## src/rtl/muxn_arb_reg_if.sv

```systemverilog
// Channel bundle for muxn_arb_reg: N producer channels in, one registered consumer port out.
// The err signal exists only when MUXN_ERR_EN is defined.
interface muxn_arb_reg_if #(
  parameter int WIDTH = 32,
  parameter int N     = 4
);
  localparam int SELW = $clog2(N);

  logic [N*WIDTH-1:0] in_data;
  logic [N-1:0]       in_valid;
  logic [N-1:0]       in_ready;
  logic               mode;
  logic [SELW-1:0]    sel;
  logic [WIDTH-1:0]   out_data;
  logic               out_valid;
  logic               out_ready;
  logic [SELW-1:0]    grant;
`ifdef MUXN_ERR_EN
  logic               err;

  modport slave (
    input  in_data, in_valid, mode, sel, out_ready,
    output in_ready, out_data, out_valid, grant, err
  );
  modport master (
    output in_data, in_valid, mode, sel, out_ready,
    input  in_ready, out_data, out_valid, grant, err
  );
`else
  modport slave (
    input  in_data, in_valid, mode, sel, out_ready,
    output in_ready, out_data, out_valid, grant
  );
  modport master (
    output in_data, in_valid, mode, sel, out_ready,
    input  in_ready, out_data, out_valid, grant
  );
`endif
endinterface

```

## src/rtl/muxn_arb_reg.sv

```systemverilog
// N-input selector (fixed select or round-robin) feeding a one-entry registered output stage.
// Optional sticky out-of-range select flag enabled by defining MUXN_ERR_EN.
module muxn_arb_reg #(
  parameter int WIDTH = 32,
  parameter int N     = 4
) (
  input  logic          clk,
  input  logic          rst,
  muxn_arb_reg_if.slave bus
);
  localparam int SELW = $clog2(N);

  logic [SELW-1:0]  r_rr_ptr;
  logic [SELW-1:0]  r_grant;
  logic [WIDTH-1:0] r_out_data;
  logic             r_out_valid;

  logic [SELW-1:0]  w_winner;
  logic [SELW-1:0]  w_scan_idx;
  logic [SELW:0]    w_scan_sum;
  logic [WIDTH-1:0] w_win_data;
  logic [N-1:0]     w_in_ready;
  logic             w_load_en;
  logic             w_sel_ok;
  logic             w_rr_hit;
  logic             w_hit;
  logic             w_xfer;

  assign w_load_en = !r_out_valid || bus.out_ready;
  assign w_sel_ok  = ({1'b0, bus.sel} < (SELW+1)'(N));

  // Round-robin scan starting at r_rr_ptr; wrap by subtraction so N need not be a power of two.
  always_comb begin
    w_rr_hit   = 1'b0;
    w_scan_idx = '0;
    w_scan_sum = '0;
    for (int k = 0; k < N; k++) begin
      w_scan_sum = {1'b0, r_rr_ptr} + (SELW+1)'(k);
      if (w_scan_sum >= (SELW+1)'(N)) begin
        w_scan_sum = w_scan_sum - (SELW+1)'(N);
      end
      if (!w_rr_hit && bus.in_valid[w_scan_sum[SELW-1:0]]) begin
        w_rr_hit   = 1'b1;
        w_scan_idx = w_scan_sum[SELW-1:0];
      end
    end
  end

  assign w_winner = bus.mode ? w_scan_idx : bus.sel;
  assign w_hit    = bus.mode ? w_rr_hit : (w_sel_ok && bus.in_valid[bus.sel]);
  assign w_xfer   = w_load_en && w_hit;

  always_comb begin
    w_win_data = '0;
    for (int i = 0; i < N; i++) begin
      if (w_winner == SELW'(i)) begin
        w_win_data = bus.in_data[i*WIDTH +: WIDTH];
      end
    end
  end

  // In fixed mode ready ignores the channel's own valid, so a producer may wait on ready.
  generate
    for (genvar gi = 0; gi < N; gi++) begin : g_ready
      assign w_in_ready[gi] = w_load_en && (w_winner == SELW'(gi)) &&
                              (bus.mode ? w_rr_hit : w_sel_ok);
    end
  endgenerate

  always_ff @(posedge clk) begin
    if (rst) begin
      r_out_valid <= 1'b0;
      r_out_data  <= '0;
      r_grant     <= '0;
      r_rr_ptr    <= '0;
    end else if (w_load_en) begin
      if (w_xfer) begin
        r_out_valid <= 1'b1;
        r_out_data  <= w_win_data;
        r_grant     <= w_winner;
        if (bus.mode) begin
          r_rr_ptr <= (w_winner == SELW'(N-1)) ? '0 : w_winner + SELW'(1);
        end
      end else begin
        r_out_valid <= 1'b0;
      end
    end
  end

`ifdef MUXN_ERR_EN
  logic r_err;

  always_ff @(posedge clk) begin
    if (rst) begin
      r_err <= 1'b0;
    end else if (!bus.mode && !w_sel_ok) begin
      r_err <= 1'b1;
    end
  end

  assign bus.err = r_err;
`endif

  assign bus.in_ready  = w_in_ready;
  assign bus.out_data  = r_out_data;
  assign bus.out_valid = r_out_valid;
  assign bus.grant     = r_grant;
endmodule

```

## src/flat_wrapper.sv

```systemverilog
// flat-port wrapper written by rule: the top's interface ports become plain ports
module muxn_arb_reg_flat 
#(
  parameter int WIDTH = 32,
  parameter int N     = 4
)
  (clk, rst, bus_in_data, bus_in_valid, bus_mode, bus_sel, bus_out_ready, bus_in_ready, bus_out_data, bus_out_valid, bus_grant);
  muxn_arb_reg_if #(.WIDTH(WIDTH), .N(N)) bus_i ();
  input  logic clk;
  input  logic rst;
  input wire logic [$bits(bus_i.in_data)-1:0] bus_in_data;
  input wire logic [$bits(bus_i.in_valid)-1:0] bus_in_valid;
  input wire logic [$bits(bus_i.mode)-1:0] bus_mode;
  input wire logic [$bits(bus_i.sel)-1:0] bus_sel;
  input wire logic [$bits(bus_i.out_ready)-1:0] bus_out_ready;
  output wire logic [$bits(bus_i.in_ready)-1:0] bus_in_ready;
  output wire logic [$bits(bus_i.out_data)-1:0] bus_out_data;
  output wire logic [$bits(bus_i.out_valid)-1:0] bus_out_valid;
  output wire logic [$bits(bus_i.grant)-1:0] bus_grant;
  assign bus_i.in_data = bus_in_data;
  assign bus_i.in_valid = bus_in_valid;
  assign bus_i.mode = bus_mode;
  assign bus_i.sel = bus_sel;
  assign bus_i.out_ready = bus_out_ready;
  assign bus_in_ready = bus_i.in_ready;
  assign bus_out_data = bus_i.out_data;
  assign bus_out_valid = bus_i.out_valid;
  assign bus_grant = bus_i.grant;
  muxn_arb_reg #(.WIDTH(WIDTH), .N(N)) u_core (.clk(clk), .rst(rst), .bus(bus_i));
endmodule
```

## config.mk

```make
export PLATFORM = sky130hd
export DESIGN_NAME = muxn_arb_reg_flat
export DESIGN_NICKNAME = d
export VERILOG_FILES = /design/src/rtl/muxn_arb_reg_if.sv /design/src/rtl/muxn_arb_reg.sv /design/src/flat_wrapper.sv
export SDC_FILE = /design/constraint.sdc
export NUM_CORES = 1
export LEC_CHECK = 0
export ABC_CLOCK_PERIOD_IN_PS = 3450
export CAP_MARGIN = 40
export CORE_MARGIN = 10
export CORE_UTILIZATION = 36
export CTS_CLUSTER_DIAMETER = 120
export CTS_CLUSTER_SIZE = 14
export DETAILED_ROUTE_END_ITERATION = 16
export PLACE_DENSITY = 0.8
export SYNTH_ARGS = -nofsm -noshare
export SYNTH_HDL_FRONTEND = slang
export SYNTH_SLANG_ARGS = --single-unit
```

## constraint.sdc

```tcl
create_clock -name clk -period 3.45 [get_ports clk]
set_input_delay 0.5175 -clock clk [delete_from_list [all_inputs] [get_ports clk]]
set_output_delay 0.5175 -clock clk [all_outputs]
set_load 0.005 [all_outputs]
```

After elaboration in Yosys (flattened, before gate mapping)
Cells that the tools add are included.

Reductions and logical operators: 20. $add $sub $neg: 8. Order comparisons: 9. Mux-type cells: 31. Eq/ne operators: 3.

Operators with widths (number): 32-bit 2-to-1 mux (4); 2-bit 2-to-1 mux (10); 2-bit by 3-bit less-than comparator with 1-bit output (second input constant) (5); 1-bit logical AND (12); 1-bit 2-to-1 mux (12); 1-bit binary-select mux with 2-bit select (5); 3-bit >= comparator (second input constant) (3); 2-bit by 1-bit subtractor with 2-bit output (second input constant) (4); 2-bit by 2-bit adder with 3-bit output (second input constant) (2); 2-bit == test (second input constant) (2); 1-bit logical NOT (4); 2-bit by 1-bit adder with 3-bit output (second input constant) (1); 2-bit by 3-bit >= comparator with 1-bit output (second input constant) (1); 3-bit AND reduction (1); 2-bit by 1-bit adder with 2-bit output (second input constant) (1); 2-bit by 1-bit == test with 1-bit output (second input constant) (1); 2-bit logical NOT (1); 2-bit AND reduction (1); 1-bit logical OR (1).

Output and inout bits: 39. Word-level logic and storage cells: 75. Flip-flop bits (word level): 37. Bits of input ports: 138.

Longest topological paths before layout
Gate-level depths: netlist of run 1.

Word-level depth: 20. Depth in mapped cells: 14. Depth with buffers taken out: 11.

Worst setup path before layout of run 1
OpenSTA, ideal clock, no wires.

Kind: input port to flip-flop. Start point: input bus_in_valid[2]. End point: register u_core.r_out_data[8], in the netlist u_core.bus.out_data[8]. Library setup time: 0.081 ns. Cell stages on the path: 12. Data required time: 3.369 ns. Slack: 0.675 ns. Path buffers: 2. Arrival: 2.694 ns. Cells stage by stage: o41ai_2 > a21oi_1 > a22oi_1 > inv_1 > ha_1 > clkbuf_1 > nor2b_1 > clkbuf_1 > a221oi_1 > nor3_1 > a21oi_1 > a211oi_2.

Word-level cells in the longest chain between the ends: 18. Elaborated cells on any way between the ends: 36. Those cells by class: 3 x eq/ne; 24 x mux; 9 x reduce/logical.

RTL lines: start: declaration (line flat_wrapper.sv:12) `input wire logic [$bits(bus_i.in_valid)-1:0] bus_in_valid;`; 1-bit binary-select mux with 2-bit select (line muxn_arb_reg.sv:42) `if (!w_rr_hit && bus.in_valid[w_scan_sum[SELW-1:0]]) begin`; 1-bit 2-to-1 mux (not written as such) (line muxn_arb_reg.sv:42); 1-bit 2-to-1 mux (line muxn_arb_reg.sv:42); 1-bit logical NOT (line muxn_arb_reg.sv:42); 1-bit logical AND (line muxn_arb_reg.sv:42); 1-bit 2-to-1 mux (line muxn_arb_reg.sv:42); 1-bit logical NOT (line muxn_arb_reg.sv:42); 1-bit logical AND (line muxn_arb_reg.sv:42); 1-bit 2-to-1 mux (line muxn_arb_reg.sv:42); 1-bit logical NOT (line muxn_arb_reg.sv:42); 1-bit logical AND (line muxn_arb_reg.sv:42); 2-bit 2-to-1 mux * (line muxn_arb_reg.sv:42); 2-bit 2-to-1 mux * (line muxn_arb_reg.sv:49) `assign w_winner = bus.mode ? w_scan_idx : bus.sel;`; net u_core.w_winner[0] (line muxn_arb_reg.sv:18) `logic [SELW-1:0] w_winner;`; 2-bit logical NOT (line muxn_arb_reg.sv:56) `if (w_winner == SELW'(i)) begin`; 32-bit 2-to-1 mux (3 in a row) (line muxn_arb_reg.sv:56); 32-bit 2-to-1 mux * (line muxn_arb_reg.sv:56); end signal: assignment (line muxn_arb_reg.sv:79) `r_out_data <= w_win_data;`; end: declaration (line muxn_arb_reg.sv:15) `logic [WIDTH-1:0] r_out_data;`.

The timed path passes the listed nets; every way through them passes the cells marked *. The select of a mux whose other input is x is not followed. A chain may end at the register's enable or synchronous reset.

Worst setup path after layout of run 1
Start point: input bus_in_valid[0]. End point: output bus_in_ready[2].

Word-level cells in the longest chain between the ends: 16. Elaborated cells on any way between the ends: 27. Those cells by class: 1 x eq/ne; 18 x mux; 8 x reduce/logical.

RTL lines: 1-bit binary-select mux with 2-bit select (line muxn_arb_reg.sv:42); 1-bit 2-to-1 mux (not written as such) (line muxn_arb_reg.sv:42); 1-bit 2-to-1 mux (line muxn_arb_reg.sv:42); 1-bit logical NOT (line muxn_arb_reg.sv:42); 1-bit logical AND (line muxn_arb_reg.sv:42); 1-bit 2-to-1 mux (line muxn_arb_reg.sv:42); 1-bit logical NOT (line muxn_arb_reg.sv:42); 1-bit logical AND (line muxn_arb_reg.sv:42); 1-bit 2-to-1 mux (line muxn_arb_reg.sv:42); 1-bit logical NOT (line muxn_arb_reg.sv:42); 1-bit logical AND (line muxn_arb_reg.sv:42); 2-bit 2-to-1 mux (line muxn_arb_reg.sv:42); 2-bit 2-to-1 mux (line muxn_arb_reg.sv:49); 2-bit == test (line muxn_arb_reg.sv:65) `assign w_in_ready[gi] = w_load_en && (w_winner == SELW'(gi)) &&`; 1-bit logical AND (line muxn_arb_reg.sv:65); 1-bit logical AND * (line muxn_arb_reg.sv:65); end: declaration (line flat_wrapper.sv:16) `output wire logic [$bits(bus_i.in_ready)-1:0] bus_in_ready;`.

Mark *: on every way between the ends. The rest lies on a longest branch, timed or not. The select of a mux whose other input is x is not followed.

==> impl_metrics.toml, run 1 <==
[sta]
setup_viol = 0
hold_viol = 0
slew-limit-headroom_pct = 51.0
slew_violations = 0
worst_slew_pin_slew_ps = 733
whs_ps = 496
fin_worst_skew_ps = 6.87
post-route-period-util_pct = 96.1
setup_slack_ps = 135
timing.fmax_mhz = 302
period_minus_slack_ps = 3320

[hold_path]
whs_path_depth = 2
hold_class = "flip-flop to flip-flop"
min_from = "u_core.bus.out_data[1]$_SDFFE_PP0P_"
min_to = "u_core.bus.out_data[1]$_SDFFE_PP0P_"

[placed_design]
globalplace.congestion = 0.823
hpwl_microns = 8140
place_ws_ps = 47.7
placedInstanceArea_sq_um = 4360
io_buffers = 176

[pwr]
ir_worst_vdd_mv = 0.169
power.leakage_nw = 1.63
p_total_mw = 1.50
power_density_nw_per_um2 = 336

[route]
via_per_inst = 5.31
wl_microns = 10200
vias = 3051
dr.pass1.iters = 4
drt-initial-drc-count = 82
routedWlPerCell_microns = 17.7
ant_nets = 0
drc_errors = 0

[status]
outcome = "complete, no violations"

[setup_path]
cp_top_family = "buffers and inverters"
max_stage_delay_ps = 640
r2r-end = "u_core.bus.out_data[29]$_SDFFE_PP0P_"
r2r-start = "u_core.r_rr_ptr[1]$_SDFFE_PP0P_"
path_cells = "clkdlybuf4s50_1, nand4b_1, o31ai_1, o21ai_0, a22oi_2, buf_4, ha_2, and2_1, clkdlybuf4s50_1"
crit_path_frequent_cell = "clkdlybuf4s50_1"
cp-start-kind = "primary input"
worstPathArrival_ps = 2800
cp_num_buf_inv = 3
worstRegToRegCells = 12
path_class = "primary input to output pin"
crit_required_ps = 2930
cpMaxStageDelayCell = "clkdlybuf4s50_1"
r2r_slack_ps = 760
endpoint_kind = "output pin"
cp_max_fo = 7

[job]
drv_cap = 0

[yosys]
synth_seq_cells = 37
netlist_instances = 318
synth_cell_types = 30
yosysSeqAreaShare_pct = 29.4
yosys.area.top_type = "dfxtp_1"
yosysTopAreaCellShare_pct = 29.4
synth_nets = 460
synth_top_cells_by_area = "dfxtp_1, a221oi_1, a211oi_2"
syn-mean-instance-area_sq_um = 7.92
synth_warnings = 0
synthesis.area_sq_um = 2520

[cts]
cts.clk_slew.worst_paths_ps = 60
clock_sinks = 37
cts_tree = "done"
ctsHoldBuffers = 0
clock_latency_ps = 280
cts.htree.levels = 2
clock_path_buffers = 2
cts_root_buf = "clkbuf_8"
cts_made_buffers = 5

[final_layout]
area_delta_synth_final_pct = 77.3
postLayoutCellArea_sq_um = 4470
fillers = 598
multi_input_area_sq_um = 1640
final_common_cell = "clkdlybuf4s50_1"
regArea_sq_um = 741
antennaDiodeCount = 0
layout_common_cells = "clkdlybuf4s50_1, a21oi_1, dfxtp_1"
drive_gt1_share_pct = 9.60
nNetsFinal = 621

[floorplanning]
die_x_microns = 104
core_region_area_sq_um = 6790
num_rows = 30
fp.dieH_microns = 104
io_pins = 177
die_area_sq_um = 10700
start_util_pct = 37.1

[global_route]
grt_pass1_wl_microns = 16000
grt_pass1_vias = 3065
antenna_found_initial = 0
grt_util_all_layers_pct = 17.7
grt_overflow = 0
grt_max_degree = 65
[sequential cells by signal (all words and copies together), names as in the netlist]
signal and flops:
u_core.bus.grant 2, u_core.bus.out_data 32, u_core.bus.out_valid 1, u_core.r_rr_ptr 2
[where the power goes]
group | leakage (nW) | internal, mW | total (mW) | switching (mW)
clock network | 0.0443 | 0.158 | 0.299 | 0.140
logic | 1.28 | 0.391 | 0.690 | 0.299
registers | 0.307 | 0.481 | 0.510 | 0.0293
[stage by stage]
stage / util (%) / setup TNS, ps / instances
final: 65.7 / 0 / 575
after global routing: 65.7 / -34.2 / 575
after CTS: 65.4 / 0 / 575
after detailed placement: 64.1 / 0 / 568
after global placement: 63.8 / 0 / 567
after floorplan: - / 0 / 318
[logic make-up (layout without fill, tap and decap cells)]
group                    after synthesis  after routing  synth area share (%)
buffers and inverters                 39            200                  6.86
AND/OR/NAND/NOR                      122            122                  24.5
adder cells (fa/ha/maj)                4              4                  1.99
flip-flops                            37             37                  29.4
multiplexers                           2              2                  1.29
AO/OA/AOI/OAI                        114            114                  35.9
[cell usage after synthesis]
master and count:
o31ai_1 2, nand3b_1 1, buf_6 3, nand2b_1 4
a211oi_1 13, o211a_1 1, nand3_1 1, a21o_1 1
nor2b_1 34, nor3_1 32, a31oi_1 2, o41ai_2 1
a21boi_2 1, o21ai_0 2, a21oi_1 39, a221oi_1 31
ha_1 4, mux4_2 1, a22oi_1 1, mux2i_1 1
a211oi_2 20, nand2_1 6, and2_1 4, inv_1 6
buf_2 3, clkbuf_1 27, dfxtp_1 37, nand4b_1 1
nor2_1 37, nor4_1 2
[worst max path at each step]
stage | startpoint | to | slack, ps | cells past startpoint
6_report | bus_in_valid[0] | bus_in_ready[2] | 130 | 9
4_1_cts | bus_in_valid[2] | bus_in_ready[1] | 40 | 8
3_3_place_gp | bus_in_valid[2] | bus_in_ready[2] | 170 | 8
3_5_place_dp | bus_in_valid[2] | bus_in_ready[1] | 50 | 8
5_1_grt | bus_in_valid[0] | bus_in_ready[1] | -20 | 9
2_1_floorplan | bus_in_valid[2] | u_core.bus.out_data[8]$_SDFFE_PP0P_ | 680 | 12
[layer usage]
| layer | share of wire (%) | vias to the layer above | track usage [%] | wire, microns |
|---|---|---|---|---|
| li1 | - | 1512 | - | - |
| met1 | 39 | 1411 | 18.4 | 3930 |
| met2 | 52 | 113 | 33.1 | 5330 |
| met3 | 6.8 | 15 | 5.33 | 687 |
| met4 | 2.3 | 0 | 5.65 | 230 |
| met5 | 0 | - | 0 | 0 |
[final cells by class]
cell class | instances | share of cell area (%)
inverter | 6 | 0.504
sequential | 37 | 16.6
multi-input combinational | 242 | 36.6
clock buffer | 7 | 1.93
timing repair buffer | 187 | 41.6
tap | 96 | 2.69
[tightest hold or removal path: cells and delay by family (launching register included)]
| family | cells | cell delay, ps |
|---|---|---|
| flip-flops | 1 | 310 |
| AND/OR/NAND/NOR | 1 | 90 |
| AO/OA/AOI/OAI | 1 | 50 |
[timing repair]
action | 4_1_cts | 5_1_grt
setup endpoints to repair | 0 | 5
buffers inserted | 0 | 0
resized for setup | 0 | 5
(Power assumes the default switching activity.)
==> inputs of run 2 (changes only) <==
--- a/config.mk
+++ b/config.mk
@@ -13,6 +13,7 @@
 export CTS_CLUSTER_SIZE = 14
 export DETAILED_ROUTE_END_ITERATION = 16
 export PLACE_DENSITY = 0.8
+export SLEW_MARGIN = 20
 export SYNTH_ARGS = -nofsm -noshare
 export SYNTH_HDL_FRONTEND = slang
 export SYNTH_SLANG_ARGS = --single-unit
==> results of run 2 <==
Final layout, timing and power as in run 1 (identical DEF).
